==> src/rtl/player_bullet.sv <==
// Player projectile: launch, climb, box collision and one-cycle hit strobe.
// Optional refire lockout: define PLAYER_BULLET_COOLDOWN_EN.
module player_bullet #(
   parameter logic [11:0] color_p    = 12'hFF0,
   parameter logic [9:0]  width_p    = 10'd2,
   parameter logic [9:0]  height_p   = 10'd8,
   parameter logic [9:0]  step_p     = 10'd4,
   parameter logic [9:0]  x_offset_p = 10'd19,
   parameter logic [5:0]  cooldown_p = 6'd30
) (
   input  logic       clk_i,
   input  logic       reset_ni,
   input  logic       frame_i,
   input  logic       fire_i,
   input  logic [9:0] player_left_i,
   input  logic [9:0] player_top_i,
   input  logic [9:0] enemy_left_i,
   input  logic [9:0] enemy_right_i,
   input  logic [9:0] enemy_top_i,
   input  logic [9:0] enemy_bot_i,
   input  logic       enemy_dead_i,
   output logic       hit_o,
   output logic       active_o,
   output logic [9:0] left_pos_o,
   output logic [9:0] right_pos_o,
   output logic [9:0] top_pos_o,
   output logic [9:0] bot_pos_o,
   output logic [3:0] bullet_red_o,
   output logic [3:0] bullet_green_o,
   output logic [3:0] bullet_blue_o
);

   typedef enum logic [2:0] {
      IDLE   = 3'b001,
      FLYING = 3'b010,
      HIT    = 3'b100
   } state_e;

   state_e     state_q, state_d;
   logic [9:0] left_q, left_d;
   logic [9:0] top_q, top_d;
   logic       overlap;
   logic       fire_ok;

   assign left_pos_o  = left_q;
   assign top_pos_o   = top_q;
   assign right_pos_o = left_q + width_p - 10'd1;
   assign bot_pos_o   = top_q + height_p - 10'd1;
   assign active_o    = (state_q == FLYING);
   assign hit_o       = (state_q == HIT);

   assign bullet_red_o   = color_p[11:8];
   assign bullet_green_o = color_p[7:4];
   assign bullet_blue_o  = color_p[3:0];

   assign overlap = (left_q <= enemy_right_i) &
                    (right_pos_o >= enemy_left_i) &
                    (top_q <= enemy_bot_i) &
                    (bot_pos_o >= enemy_top_i) &
                    ~enemy_dead_i;

`ifdef PLAYER_BULLET_COOLDOWN_EN
   logic [5:0] cd_q;

   assign fire_ok = (cd_q == 6'd0);

   always_ff @(posedge clk_i or negedge reset_ni) begin
      if (!reset_ni) begin
         cd_q <= 6'd0;
      end else if ((state_q == FLYING || state_q == HIT) &&
                   state_d == IDLE) begin
         cd_q <= cooldown_p;
      end else if (frame_i && cd_q != 6'd0) begin
         cd_q <= cd_q - 6'd1;
      end
   end
`else
   assign fire_ok = 1'b1;
`endif

   always_comb begin
      state_d = IDLE;
      left_d  = left_q;
      top_d   = top_q;
      case (state_q)
         IDLE: begin
            if (fire_i && fire_ok) begin
               state_d = FLYING;
               left_d  = player_left_i + x_offset_p;
               top_d   = player_top_i - height_p;
            end
         end
         FLYING: begin
            // collision wins over the frame step
            if (overlap) begin
               state_d = HIT;
            end else if (frame_i && top_q < step_p) begin
               state_d = IDLE;
            end else begin
               state_d = FLYING;
               if (frame_i) top_d = top_q - step_p;
            end
         end
         HIT:     state_d = IDLE;
         default: state_d = IDLE;
      endcase
   end

   always_ff @(posedge clk_i or negedge reset_ni) begin
      if (!reset_ni) begin
         state_q <= IDLE;
         left_q  <= 10'd0;
         top_q   <= 10'd0;
      end else begin
         state_q <= state_d;
         left_q  <= left_d;
         top_q   <= top_d;
      end
   end

endmodule

==> config.mk <==
export PLATFORM = sky130hd
export DESIGN_NAME = player_bullet
export DESIGN_NICKNAME = d
export VERILOG_FILES = /design/src/rtl/player_bullet.sv
export SDC_FILE = /design/constraint.sdc
export NUM_CORES = 1
export LEC_CHECK = 0
export BUFFER_PORTS_ARGS = -buffer_cell sky130_fd_sc_hd__buf_2
export CORE_MARGIN = 4
export CORE_UTILIZATION = 44
export CTS_CLUSTER_SIZE = 14
export DETAILED_ROUTE_END_ITERATION = 8
export GPL_ROUTABILITY_DRIVEN = 0
export PLACE_DENSITY_LB_ADDON = 0.3
export SLEW_MARGIN = 30
export SYNTH_ARGS = -nofsm -noshare
export SYNTH_HDL_FRONTEND = slang
export SYNTH_SLANG_ARGS = --single-unit
==> constraint.sdc <==
create_clock -name clk_i -period 2.7 [get_ports clk_i]
set_input_delay 0 -clock clk_i [delete_from_list [all_inputs] [get_ports clk_i]]
set_output_delay 0 -clock clk_i [all_outputs]
set_load 0.01 [all_outputs]
==> metrics.csv <==
stage;metric;value;unit
logic_synthesis;synth-edff-count;0;
worst_setup_path;crit_top_cell;a311oi_2;
drt;drt_iter0_drc;122;
final_layout;fin_cells;583;
cts;root_buffer;clkbuf_8;
logic_synthesis;yosys-top-cells-area;ha_1 (22%), dfrtp_1 (20%), inv_1 (7.5%);
drt;wl_per_cell;13.5;um
grt;overflow;0;
status;violations;negative setup slack;
power_and_ir_drop;finalPower;4.09;mW
grt;grt_pass1_vias;2760;
final_layout;antenna_cells;0;
floorplanning;num_rows;28;
worst_setup_path;worstSetupPathType;reg -> reg;
status;outcome;finished, violations left;
power_and_ir_drop;vdd_drop_max;0.502;mV
timing;min_period;2.98;ns
logic_synthesis;synth_commonest_cells;inv_1 (54), ha_1 (47), nand2_1 (33);
timing;setup_viol;9;
place;hpwl;6410;um
logic_synthesis;synth_seq_cells;23;
worst_setup_path;cp.required;2.82;ns
worst_setup_path;crit_family;compound AO/OA/AOI/OAI gates;
worst_setup_path;crit_path_start_kind;flop;
drt;vias;2921;
timing;fmax;336;MHz
grt;grtUsageTotal;20.3;%
floorplanning;initial_core_util;45.5;%
run;cap_violations;0;
final_layout;n_fill_cell;487;
logic_synthesis;ys_warn_count;0;
cts;clk_transition_reported_paths;0.09;ns
timing;finalCritPeriodShare;110;%
floorplanning;die_y;86.3;um
cts;cts_made_buffers;3;
cts;cts_tree;built;
cts;clock_latency;0.27;ns
drt;dr.pass1.iters;4;
logic_synthesis;ys_types;46;
worst_setup_path;cpMaxStageDelayCell;a2111oi_0;
worst_setup_path;path_cells;buf_4 > ha_1 > a21oi_1 > o21ai_1 > a2111oi_0 > o22ai_1 > or3_4 > buf_6 > a311oi_2 > a311oi_2;
drt;drt-vias-per-instance;5.01;
grt;antenna_found_initial;0;
grt;grt_max_degree;25;
power_and_ir_drop;leakage;2.16;nW
cts;htreeDepth;1;
drt;drt-total-wl;7890;um
logic_synthesis;synth_cells;341;
timing;rsz0062_at_grt;true;
cts;clock-sinks;23;
drt;drc;0;
floorplanning;core_area;5920;um^2
final_layout;fin_util;67.4;%
final_layout;final_nets;621;
logic_synthesis;avgSynthCellArea;7.90;um^2
timing;final-hold-violation-count;0;
place;portBuffers;106;
worst_setup_path;endpoint_kind;flop;
logic_synthesis;synth_area;2700;um^2
final_layout;drive_gt1_share;42.9;%
final_layout;syn2layout_area_growth;48.0;%
timing;timing.final.ws_setup;-0.275;ns
logic_synthesis;yosysTopAreaCellShare;21.8;%
logic_synthesis;synth_flop_cell;dfrtp_1;
worst_setup_path;crit_fanout;6;
floorplanning;pin_count;119;
timing;worstMarginPinSlew;0.566;ns
logic_synthesis;synth_top_cell_by_area;ha_1;
logic_synthesis;ys_async_sr_fraction;100;%
worst_setup_path;worst-path-buf-inv;2;
grt;grt_pass1_wl;12300;um
timing;slew_headroom;62.0;%
drt;drtAntennaViolNets;0;
power_and_ir_drop;powerDensity;1020;nW/um^2
worst_setup_path;slowest_delay;0.52;ns
worst_setup_path;cp.arrival;3.10;ns
logic_synthesis;yosysSeqAreaShare;21.4;%
place;place_inst;564;
floorplanning;die_area;7440;um^2
min_path;hold_path.class;in -> reg;
timing;slew_viol_final;0;
cts;clockBufferDepth;2;
floorplanning;die_w;86.3;um
logic_synthesis;yosysMostFrequentCell;inv_1;
timing;clock_skew;0.00762;ns
timing;finalSetupTns;-1.84;ns
cells by family (layout without fill, tap and decap cells):
group,after synthesis,count (layout),share of synthesized area [%]
simple gates,102,102,19.1
other cells,2,12,0.279
compound gates,63,63,15.4
buf+inv,75,232,12.5
flops,23,23,21.4
fa+ha+maj,47,47,21.8
xor+xnor,29,29,9.42
cells in the final DEF (no fill, tap or decap), drive strengths merged, types with 2 or more instances in the layout:
cell	synthesis	routed
buf	16	170
inv	54	54
ha	47	47
nand2	33	33
dfrtp	22	22
nor2	21	21
o21ai	20	20
xor2	15	15
xnor2	14	14
conb	2	12
a21oi	11	11
nand3	11	11
nand4	10	10
a211oi	7	7
nor3	7	7
a311oi	7	7
nor3b	5	5
nand2b	4	4
dlygate4sd3	0	4
a21o	3	3
o31ai	3	3
clkbuf	5	3
or3	3	3
a2111oi	2	2
and2	2	2
final timing paths:
check,depth (start not counted),from,endpoint,slack [ns]
setup / recovery,10,top_pos_o[3]$_DFFE_PN0P_,top_pos_o[5]$_DFFE_PN0P_,-0.28
hold / removal,4,player_left_i[0],left_pos_o[0]$_DFFE_PN0P_,0.03
setup reg to reg,10,top_pos_o[3]$_DFFE_PN0P_,top_pos_o[5]$_DFFE_PN0P_,-0.28
hold reg to reg,2,left_pos_o[9]$_DFFE_PN0P_,left_pos_o[9]$_DFFE_PN0P_,0.57
max in group asynchronous,2,reset_ni,left_pos_o[2]$_DFFE_PN0P_,2.07
min in group asynchronous,2,reset_ni,left_pos_o[0]$_DFFE_PN0P_,0.26
per-stage QoR:
stage          setup slack, ns  hold WS, ns  instance area [um^2]
5_1_grt                 -0.382       0.0791                  3990
3_3_place_gp            -0.197     -0.00406                  3690
2_1_floorplan           -0.172       -0.296                  2800
6_report                -0.275       0.0349                  3990
4_1_cts                 -0.190       0.0354                  3910
3_5_place_dp            -0.290   -0.0000127                  3690
worst min-delay path: stages:
cell and delay, ns:
buf_2 0.07, inv_1 0.06, nand2_1 0.06, o21ai_0 0.06
registers in the layout, indices dropped and copies added (netlist names):
| signal | cells |
|---|---|
| left_pos_o | 10 |
| top_pos_o | 10 |
| state_q | 3 |
power breakdown:
part           internal [mW]  switching, mW
logic                   1.57           1.60
registers              0.514          0.188
clock network          0.103          0.111
metal layers:
layer  wire length (um)  part of all wire (%)  track usage (%)  vias up
li1                   -                     -                -     1487
met1               3420                    43             26.9     1317
met2               3810                    48             35.3      105
met3                528                   6.7             2.00       12
met4                133                   1.7             5.38        0
met5                  0                     0                0        -
cell type report:
class,count,area (um^2),share of cell area [%]
repair buffers,174,1050,26.5
clock inverters,1,5.00,0.126
multi-input cells,253,2000,50.3
well taps,75,93.8,2.35
clock buffers,3,41.3,1.04
inverters,54,205,5.15
flip-flops and latches,23,583,14.6
timing repair:
action,4_1_cts,5_1_grt
hold endpoints to repair,25,0
hold buffers,4,0
setup endpoints to repair,10,11
pin swaps,12,11
cloned,0,0
resized for setup,16,11
buffers inserted,7,4
Power figures use the tool's default switching activity.
